### src/rtl/host_cmd_tx.sv
// Host command serializer: turns one command into a run of UART frames.
// Tx_out is registered from the FSM state, so the line lags the FSM by one
// cycle. The last stop bit is followed by one tail cycle in STOP, which
// makes Cmd_ready, Cmd_done and Frame_done line up with the end of the
// stop bit as seen on the line.
module host_cmd_tx #(
  parameter int width = 8
) (
  input  logic             CLK,
  input  logic             Reset,
  input  logic             Cmd_valid,
  input  logic [1:0]       Cmd_type,
  input  logic [3:0]       Addr,
  input  logic [width-1:0] Data0,
  input  logic [width-1:0] Data1,
  input  logic [3:0]       ALU_FUN,
  input  logic [5:0]       Prescale,
  input  logic             Parity_EN,
  input  logic             Parity_type,
  output logic             Cmd_ready,
  output logic             Tx_out,
  output logic             Busy,
  output logic             Frame_done,
  output logic             Cmd_done
);

  localparam int BW = (width > 1) ? $clog2(width) : 1;
  localparam logic [BW-1:0] LAST_BIT = BW'(width - 1);

  typedef enum logic [2:0] {IDLE, START, DATA, PARITY, STOP} state_t;

  state_t           state_reg;
  logic [5:0]       cnt_reg;
  logic [5:0]       period_reg;
  logic [BW-1:0]    bit_idx_reg;
  logic [1:0]       byte_idx_reg;
  logic [1:0]       type_reg;
  logic [3:0]       addr_reg;
  logic [width-1:0] data0_reg;
  logic [width-1:0] data1_reg;
  logic [3:0]       fun_reg;
  logic             par_en_reg;
  logic             par_odd_reg;
  logic             stop_end_reg;

  logic [width-1:0] cur_byte;
  logic [1:0]       last_byte;
  logic             tx_bit;
  logic             bit_done;

  assign Busy     = ~Cmd_ready;
  assign bit_done = (cnt_reg == period_reg - 6'd1);

  // Select the byte currently being sent and the index of the final byte.
  always_comb begin
    cur_byte  = '0;
    last_byte = 2'd0;
    case (type_reg)
      2'd0: begin
        last_byte = 2'd2;
        case (byte_idx_reg)
          2'd0:    cur_byte = width'(8'hAA);
          2'd1:    cur_byte = width'({4'b0, addr_reg});
          default: cur_byte = data0_reg;
        endcase
      end
      2'd1: begin
        last_byte = 2'd1;
        cur_byte  = (byte_idx_reg == 2'd0) ? width'(8'hBB) : width'({4'b0, addr_reg});
      end
      2'd2: begin
        last_byte = 2'd3;
        case (byte_idx_reg)
          2'd0:    cur_byte = width'(8'hCC);
          2'd1:    cur_byte = data0_reg;
          2'd2:    cur_byte = data1_reg;
          default: cur_byte = width'({4'b0, fun_reg});
        endcase
      end
      default: begin
        last_byte = 2'd1;
        cur_byte  = (byte_idx_reg == 2'd0) ? width'(8'hDD) : width'({4'b0, fun_reg});
      end
    endcase
  end

  // Line level for the bit the FSM is currently in.
  always_comb begin
    tx_bit = 1'b1;
    case (state_reg)
      START:   tx_bit = 1'b0;
      DATA:    tx_bit = cur_byte[bit_idx_reg];
      PARITY:  tx_bit = (^cur_byte) ^ par_odd_reg;
      default: tx_bit = 1'b1;
    endcase
  end

  // Command FSM, bit-period counter and registered outputs.
  always_ff @(posedge CLK) begin
    if (Reset) begin
      state_reg    <= IDLE;
      cnt_reg      <= '0;
      period_reg   <= 6'd1;
      bit_idx_reg  <= '0;
      byte_idx_reg <= '0;
      type_reg     <= '0;
      addr_reg     <= '0;
      data0_reg    <= '0;
      data1_reg    <= '0;
      fun_reg      <= '0;
      par_en_reg   <= 1'b0;
      par_odd_reg  <= 1'b0;
      stop_end_reg <= 1'b0;
      Tx_out       <= 1'b1;
      Cmd_ready    <= 1'b1;
      Frame_done   <= 1'b0;
      Cmd_done     <= 1'b0;
    end else begin
      Tx_out       <= tx_bit;
      Frame_done   <= stop_end_reg;
      stop_end_reg <= 1'b0;
      Cmd_done     <= 1'b0;
      case (state_reg)
        IDLE: begin
          if (Cmd_valid) begin
            type_reg     <= Cmd_type;
            addr_reg     <= Addr;
            data0_reg    <= Data0;
            data1_reg    <= Data1;
            fun_reg      <= ALU_FUN;
            period_reg   <= (Prescale == 6'd0) ? 6'd1 : Prescale;
            par_en_reg   <= Parity_EN;
            par_odd_reg  <= Parity_type;
            cnt_reg      <= '0;
            bit_idx_reg  <= '0;
            byte_idx_reg <= '0;
            Cmd_ready    <= 1'b0;
            state_reg    <= START;
          end
        end
        START: begin
          if (bit_done) begin
            cnt_reg   <= '0;
            state_reg <= DATA;
          end else begin
            cnt_reg <= cnt_reg + 6'd1;
          end
        end
        DATA: begin
          if (bit_done) begin
            cnt_reg <= '0;
            if (bit_idx_reg == LAST_BIT) begin
              bit_idx_reg <= '0;
              state_reg   <= par_en_reg ? PARITY : STOP;
            end else begin
              bit_idx_reg <= bit_idx_reg + 1'b1;
            end
          end else begin
            cnt_reg <= cnt_reg + 6'd1;
          end
        end
        PARITY: begin
          if (bit_done) begin
            cnt_reg   <= '0;
            state_reg <= STOP;
          end else begin
            cnt_reg <= cnt_reg + 6'd1;
          end
        end
        STOP: begin
          if (bit_done) begin
            stop_end_reg <= 1'b1;
            if (byte_idx_reg == last_byte) begin
              cnt_reg <= cnt_reg + 6'd1;
            end else begin
              cnt_reg      <= '0;
              byte_idx_reg <= byte_idx_reg + 2'd1;
              state_reg    <= START;
            end
          end else if (cnt_reg == period_reg) begin
            cnt_reg      <= '0;
            byte_idx_reg <= '0;
            Cmd_ready    <= 1'b1;
            Cmd_done     <= 1'b1;
            state_reg    <= IDLE;
          end else begin
            cnt_reg <= cnt_reg + 6'd1;
          end
        end
        default: state_reg <= IDLE;
      endcase
    end
  end

endmodule

### config.mk
export PLATFORM = sky130hd
export DESIGN_NAME = host_cmd_tx
export DESIGN_NICKNAME = d
export VERILOG_FILES = /design/src/rtl/host_cmd_tx.sv
export SDC_FILE = /design/constraint.sdc
export NUM_CORES = 1
export LEC_CHECK = 0
export CORE_UTILIZATION = 55
export CTS_BUF_LIST = sky130_fd_sc_hd__clkbuf_8
export CTS_CLUSTER_DIAMETER = 40
export DETAILED_ROUTE_END_ITERATION = 7
export GPL_TIMING_DRIVEN = 0
export PLACE_DENSITY = 0.78
export SKIP_CTS_REPAIR_TIMING = 1
export SYNTH_ARGS = -nofsm -noshare
export SYNTH_HDL_FRONTEND = slang
export SYNTH_SLANG_ARGS = --single-unit
export TNS_END_PERCENT = 50
### constraint.sdc
create_clock -name CLK -period 3.7 [get_ports CLK]
set_clock_uncertainty 0.15 [all_clocks]
set_input_delay 0.555 -clock CLK [delete_from_list [all_inputs] [get_ports CLK]]
set_output_delay 0.555 -clock CLK [all_outputs]
set_load 0.05 [all_outputs]
==> impl_metrics.py <==
metrics = {
    "clocking": {
        "htreeDepth": 2,
        "cts_root_buffer": "clkbuf_8",
        "clk_latency_ns": 0.31,
        "clkSlewWorstSetupHoldPaths_ns": 0.10,
        "numClockSinks": 53,
        "cts_buffers": 5,
        "cts_tree": "done",
        "cts_buffer_depth": 2,
    },
    "grt": {
        "antenna_found_initial": 0,
        "grt_pass1_wl_um": 13300,
        "grt.total_usage_pct": 28.1,
        "grt_max_degree": 16,
        "grt_pass1_vias": 2790,
        "grt.overflow.total": 0,
    },
    "drt": {
        "drtIter0Drc": 271,
        "first_pass_iters": 5,
        "avgViaCountPerCell": 5.92,
        "num_vias": 3021,
        "wl_per_cell_um": 15.9,
        "routed_wl_um": 8110,
        "drc": 0,
        "antenna_left": 0,
    },
    "critical_path": {
        "critical-path-top-delay-family": "XOR/XNOR gates",
        "cp-end-kind": "flip-flop",
        "start_kind": "flip-flop",
        "cp_max_fo": 7,
        "crit_chain": "inv_1 -> ha_1 -> nor2_1 -> mux2_1 -> o311ai_1 -> xor2_1 -> xnor3_1 -> xnor3_1 -> o211ai_2",
        "cp_slowest_cell": "o311ai_1",
        "arrival_ns": 3.03,
        "cpMostUsedCell": "xnor3_1",
        "cp_num_buf_inv": 1,
        "required_ns": 3.74,
        "criticalPathCategory": "reg2reg",
        "ff2ff_path_depth": 9,
        "cp.depth": 9,
        "cpPeakStageDelay_ns": 0.46,
    },
    "sta": {
        "rsz0062_at_grt": "no",
        "setup_viol": 0,
        "worst_slack_ns": 0.714,
        "period_needed_ns": 2.99,
        "worstMarginPinSlew_ns": 0.624,
        "fin_crit_sh_pct": 80.7,
        "max_freq_mhz": 335,
        "holdWs_ns": 0.300,
        "timing.final.hold_violations": 0,
        "slew_headroom_pct": 57.9,
        "finalMaxSlewViolations": 0,
        "fin_setup_tns_ns": 0,
    },
    "floorplan": {
        "die_x_um": 76.7,
        "ios": 42,
        "die_y_um": 76.7,
        "die_area_um2": 5890,
        "start_util_pct": 58.6,
        "core_um2": 5240,
        "rows": 26,
    },
    "power_and_ir_drop": {
        "vdd_drop_max_mv": 0.279,
        "p_leak_nw": 1.35,
        "powerDensity_nw_per_um2": 429,
    },
    "place": {
        "gp_congestion": 0.924,
        "pre_cts_ws_ns": 0.774,
        "port_buffers": 40,
        "dp_hpwl_um": 5950,
    },
    "yosys": {
        "synth_area_um2": 3070,
        "syn_inst": 392,
        "avgSynthCellArea_um2": 7.83,
        "async_reset_ff_share_pct": 0,
        "synth-main-ff-cell": "dfxtp_1",
        "yosysWarnings": 0,
        "ys_seq_area_share_pct": 34.6,
        "synth_cell_types": 62,
        "ys_seq_elements": 53,
        "synth_edf_count": 0,
        "syn_nets": 437,
    },
    "run": {
        "drv_cap": 0,
    },
    "hold_path": {
        "holdCritPathClass": "reg2reg",
        "hold_path_depth": 1,
    },
    "layout": {
        "antenna_cells": 0,
        "nets": 484,
        "area_growth_pct": 18.6,
        "drive_gt1_share_pct": 7.05,
        "fillers": 470,
    },
    "status": {
        "status": "complete, no violations",
    },
}
==> kinds of logic (layout without fill, tap and decap cells) <==
group	after synthesis	in the layout	share of synthesized area, %
and+or+nand+nor	166	166	27.1
AOI/OAI and AO/OA	113	113	23.8
DFF	53	53	34.6
buffers and inverters	35	83	5.18
xor gates and xnor gates	13	13	4.60
adders and majority gates	8	8	3.26
muxes	4	4	1.59
==> path summary, 6_finish.rpt <==
check | from | slack [ns] | end
worst min-delay path | stop_end_reg | 0.30 | Frame_done
worst max register to register | byte_idx_reg[1] | 0.71 | Tx_out
worst max-delay path | byte_idx_reg[1] | 0.71 | Tx_out
worst min register to register | stop_end_reg | 0.30 | Frame_done
==> metal layers <==
| metal | routed length [µm] | global-route usage, % | up-vias | share of wire [%] |
|---|---|---|---|---|
| met4 | 93 | 7.12 | 0 | 1.1 |
| met2 | 3800 | 45.8 | 94 | 47 |
| met3 | 369 | 4.05 | 9 | 4.5 |
| met1 | 3850 | 38.9 | 1435 | 47 |
| met5 | 0 | 0 | - | 0 |
| li1 | - | - | 1483 | - |
==> where the power goes <==
part	switching (mW)	internal, mW
Sequential	0.0548	0.630
Combinational	0.322	0.234
Clock	0.194	0.129
==> metrics by stage <==
step | power, mW | cell area, µm² | utilization (%) | instances
finish | 1.56 | 3640 | 69.5 | 510
global route | 1.64 | 3640 | 69.5 | 510
CTS | 1.56 | 3640 | 69.5 | 510
detailed placement | 1.24 | 3560 | 67.9 | 502
global placement | 1.22 | 3560 | 67.9 | 502
floorplan | 1.08 | 3070 | - | 392
==> cell usage in the layout, fill, tap and decap left out, types with 4 or more instances in the layout <==
cell type	Yosys	routed
nand2_1	84	84
a21oi_1	56	56
dfxtp_1	53	53
clkdlybuf4s50_1	0	40
clkbuf_1	15	15
nor2_1	14	14
nor2b_1	14	14
o21ai_0	11	11
buf_2	10	10
inv_1	7	9
nor3_1	9	9
nand3_1	9	9
nor3b_1	8	8
ha_1	8	8
xor2_1	7	7
nand2b_1	7	7
o31ai_1	5	5
clkbuf_8	0	5
xnor2_1	4	4
a311oi_1	4	4
==> cell type report <==
type	instances	area, µm²	area share (%)
plain buffers	28	133	3.64
clock buffers	5	68.8	1.89
clock inverters	3	15.0	0.412
inverters	7	26.3	0.721
multi-input cells	304	1850	50.8
flip-flops and latches	53	1060	29.1
well taps	70	87.6	2.40
repair buffers	40	400	11.0
==> cell usage after synthesis, types with 3 or more instances <==
master	instances	area share, %
nor3b_1	8	2.0
and2_1	3	0.61
a211o_1	3	0.86
xnor2_1	4	1.1
dfxtp_1	53	35
a21oi_1	56	9.1
a211oi_1	3	0.73
nor2_1	14	1.7
nand2_1	84	10
ha_1	8	3.3
inv_1	7	0.86
nor3_1	9	1.5
o21ai_0	11	1.8
o31ai_1	5	1.2
nand2b_1	7	1.4
a311oi_1	4	1.1
nor2b_1	14	2.9
clkbuf_1	15	1.8
xor2_1	7	2.0
nand3_1	9	1.5
buf_2	10	1.6
a22oi_1	3	0.73
Note: power is estimated with default switching activity, not from simulation.
==> RTL edit 1, RTL diff (same flow settings) <==
Set the parameter `width` to 16 (it was 8).
--- a/src/rtl/host_cmd_tx.sv
+++ b/src/rtl/host_cmd_tx.sv
@@ -4,7 +4,7 @@
 // makes Cmd_ready, Cmd_done and Frame_done line up with the end of the
 // stop bit as seen on the line.
 module host_cmd_tx #(
-  parameter int width = 8
+  parameter int width = 16
 ) (
   input  logic             CLK,
   input  logic             Reset,
Ports: changed (resized Data0 and Data1); port bits go from 42 to 58. No check against the original RTL was run, so the function may have changed too.
==> RTL edit 1 against the unedited design <==
Power grew 60%; sequential share of layout area grew 0.35 points; sequential cell count up 17; routed wire length grew 29%; synthesized cell count rose by 31%; sequential power grew 45%; cell area up 31%; maximum frequency fell by 14%; area after synthesis up 28%; die area grew 27%; worst setup slack lost 480 ps; clock power is 60% higher; critical endpoint unchanged.
==> RTL edit 1: results <==
set metrics [dict create \
    status "complete, no violations" \
    nNetsFinal 640 \
    drc 0 \
    yosys-top-cells-count "118 x nand2_1, 76 x a21oi_1, 70 x dfxtp_1" \
    cpPeakStageDelay_ps 670 \
    ys_top_cells_by_area "dfxtp_1 36%, nand2_1 11%, a21oi_1 9.7%, nor2_1 3.2%, xnor2_1 2.9%" \
    postSynth.asyncResetShare_pct 0 \
    cts_buffers 9 \
    wl_met2_mm 4.856 \
    ff2ff_setup_slack_ps 230 \
    met1_length_mm 4.858 \
    r2r_end "Tx_out" \
    groute.usage.overall_pct 29.02 \
    use_met3_pct 3.810 \
    rr_worst_depth 9 \
    grt_pass1_vias 3619 \
    yosysSeqAreaShare_pct 35.77 \
    synth_cell_types 66 \
    drt_iter0_drc 242 \
    wl_met3_um 519 \
    clockBufferDepth 2 \
    hold_viol 0 \
    post_dp_cell_area_sq_mm 0.004598 \
    worstSkewPairLatency_ps 340 \
    synth.net_count 573 \
    cts-root-buf "clkbuf_8" \
    slowest_stage "a2111oi_0" \
    critPathMaxFanout 7 \
    drive_gt1_share_pct 5.993 \
    gp_congestion 0.9398 \
    topRoutingLayerUsed "met4" \
    htreeDepth 3 \
    fp-row-count 30 \
    dp_hpwl_mm 7.894 \
    relSlewSlack_pct 13.36 \
    clk_pin_slew_worst_paths_ps 80 \
    vdd_drop_max_mv 0.2408 \
    p_leak_uw 0.001787 \
    port_buffers 56 \
    routed_wirelength_mm 10.48 \
    grt_start_max_net_pins 12 \
    cp-startpoint "byte_idx_reg[1]" \
    met2_usage_pct 47.33 \
    cp.arrival_ps 3580 \
    grtUsageMet1_pct 38.99 \
    grt_pass1_wl_mm 16.88 \
    vias 3908 \
    min_path_type "register to register" \
]
[RTL edit 1: changes by cell type in the layout (fill, tap and decap cells not counted), moves of 9 or more]
cell / change
a21oi_1: +20
dfxtp_1: +17
nand2_1: +34
nor2_1: +19
clkdlybuf4s50_1: +16
xnor2_1: +9
[RTL edit 1: cells by family after synthesis]
kind of cell / after synthesis / synth area share [%]
AO/OA/AOI/OAI: 150 / 24.56
flip-flops: 70 / 35.77
multiplexers: 2 / 0.5110
adder cells (fa/ha/maj): 7 / 2.236
buffers and inverters: 43 / 4.918
AND/OR/NAND/NOR: 220 / 26.19
XOR/XNOR: 21 / 5.813
[RTL edit 1: worst min-delay path by stage]
stage | cells past startpoint | slack (ps) | start | to
global placement | 1 | 270 | stop_end_reg | Frame_done
CTS | 1 | 300 | stop_end_reg | Frame_done
global route | 1 | 310 | stop_end_reg | Frame_done
detailed placement | 1 | 280 | stop_end_reg | Frame_done
floorplan | 1 | 260 | stop_end_reg | Frame_done
finish | 1 | 290 | stop_end_reg | Frame_done
[RTL edit 1: report_power, final]
part           total (uW)  switching, uW  internal (uW)
registers             990            114            875
logic                 995            594            401
clock network         518            286            232
[RTL edit 1: final cells by class]
cell class              count  area (sq um)
repair buffers             56         560.5
plain buffers              33         155.1
flip-flops and latches     70          1401
multi-input cells         400          2323
clock inverters             6         31.28
clock buffers               9         123.9
well taps                  96         120.1
fillers                   606          2078
inverters                  10         37.54
[RTL edit 1: stage by stage]
step                      worst slack (ps)  cells
final                                234.5    680
after global routing                 82.88    680
after CTS                            309.5    680
after detailed placement             197.3    665
after global placement               241.8    665
after floorplan                      765.0    513
==> RTL edit 2, RTL diff (config.mk and constraints unchanged) <==
Made on the original files. Encoding of `state_t`: now Gray code (3 bits for 5 states).
--- a/src/rtl/host_cmd_tx.sv
+++ b/src/rtl/host_cmd_tx.sv
@@ -27,7 +27,7 @@
   localparam int BW = (width > 1) ? $clog2(width) : 1;
   localparam logic [BW-1:0] LAST_BIT = BW'(width - 1);
 
-  typedef enum logic [2:0] {IDLE, START, DATA, PARITY, STOP} state_t;
+  typedef enum logic [2:0] {IDLE = 3'b000, START = 3'b001, DATA = 3'b011, PARITY = 3'b010, STOP = 3'b110} state_t;
 
   state_t           state_reg;
   logic [5:0]       cnt_reg;
Check against the original RTL: same outputs for any inputs over 10 cycles, from zero or initial values and one cycle with Reset high; not proved beyond that.
==> RTL edit 2 against the unedited design <==
First-iteration DRC count is 28% lower; area after synthesis is 1.3% lower; hold slack better by 11 ps; cell area is 0.93% lower; power is 29% higher; worst setup slack worse by 84 ps; sequential power is 9.5% higher; routed wire length is 4.9% lower; clock power is 4% higher; sequential cell count stayed put.
==> RTL edit 2: results <==
set metrics [dict create \
    nNetsFinal 485 \
    yosys-top-cells-count "77 x nand2_1, 53 x dfxtp_1, 44 x a21oi_1" \
    critPathMaxFanout 10 \
    synth_compound_area_share_pct 25.02 \
    synthMuxAreaShare_pct 1.032 \
    synthXorXnorAreaFrac_pct 4.500 \
    synth_cell_types 55 \
    grt_pass1_wl_mm 12.91 \
    cp.arrival_ps 3120 \
    synth_fa_ha_area_share_pct 3.303 \
    met2_usage_pct 42.43 \
    ys_top_cells_by_area "dfxtp_1 35%, nand2_1 9.5%, a21oi_1 7.3%, clkbuf_1 3.6%, ha_1 3.3%" \
    use_met3_pct 4.671 \
    drive_gt1_share_pct 3.628 \
    gp_congestion 0.9239 \
    tightest_slew_ps 618.0 \
    postSynth.asyncResetShare_pct 0 \
    groute.usage.overall_pct 27.44 \
    status "complete, no violations" \
    grtUsageMet1_pct 39.34 \
    vdd_drop_max_mv 0.3489 \
    drt_iter0_drc 196 \
    wl_per_cell_um 15.11 \
    p_leak_uw 0.001257 \
    grt_start_max_net_pins 18 \
    ff2ff_setup_slack_ps 630 \
    vias 3014 \
    dp_hpwl_mm 5.809 \
]
-- RTL edit 2: cells by family after synthesis --
kind of cell,count (synthesis)
AND/OR/NAND/NOR,160
AO/OA/AOI/OAI,112
flip-flops,53
buffers and inverters,43
XOR/XNOR,14
adder cells (fa/ha/maj),8
multiplexers,3
-- RTL edit 2: layout make-up --
type	count	area [sq um]
fillers	489	1597
well taps	70	87.58
inverters	12	45.04
plain buffers	31	117.6
flip-flops and latches	53	1061
clock inverters	3	21.27
repair buffers	40	400.4
clock buffers	5	68.82
multi-input cells	297	1807
-- RTL edit 2: through the flow --
step	cell area [sq um]	total power, uW	setup WS [ps]	util, %	instances
final	3608	2012	629.7	69.33	511
after CTS	3608	2007	659.6	69.33	511
after detailed placement	3518	1674	685.4	67.60	503
after floorplan	3030	1428	1136	-	393
after global placement	3518	1651	743.5	67.60	503
after global routing	3608	2164	407.1	69.33	511
-- RTL edit 2: critical path, cell delays in order, from the launching register on --
cell      delay [ps]
dfxtp_1          380
inv_1            140
ha_1             320
clkbuf_1         390
nor2_1           110
a211oi_1         510
xnor2_1          210
xnor3_1          390
nor4_1           300
a211oi_1          80
-- RTL edit 2: how the worst min path moves through the flow --
stage                            start           end  slack (ps)  depth (start not counted)
final                     stop_end_reg    Frame_done         310                          1
after global routing      stop_end_reg    Frame_done         330                          1
after CTS                 data1_reg[4]  data1_reg[4]         310                          2
after detailed placement  stop_end_reg    Frame_done         300                          1
after global placement    stop_end_reg    Frame_done         270                          1
after floorplan           stop_end_reg    Frame_done         260                          1
-- RTL edit 2: metal layers --
| metal | wire [um] | up-vias |
|---|---|---|
| met2 | 3496 | 102 |
| met5 | 0 | - |
| met3 | 463 | 8 |
| li1 | - | 1504 |
| met4 | 78 | 0 |
| met1 | 3680 | 1400 |
-- RTL edit 2: power by group through the flow --
stage / logic [uW] / registers (uW) / clock network [uW]
6_report: 926 / 750 / 337
5_1_grt: 1030 / 762 / 370
2_1_floorplan: 660 / 768 / 0
4_1_cts: 919 / 749 / 339
3_3_place_gp: 891 / 760 / 0
3_5_place_dp: 911 / 763 / 0
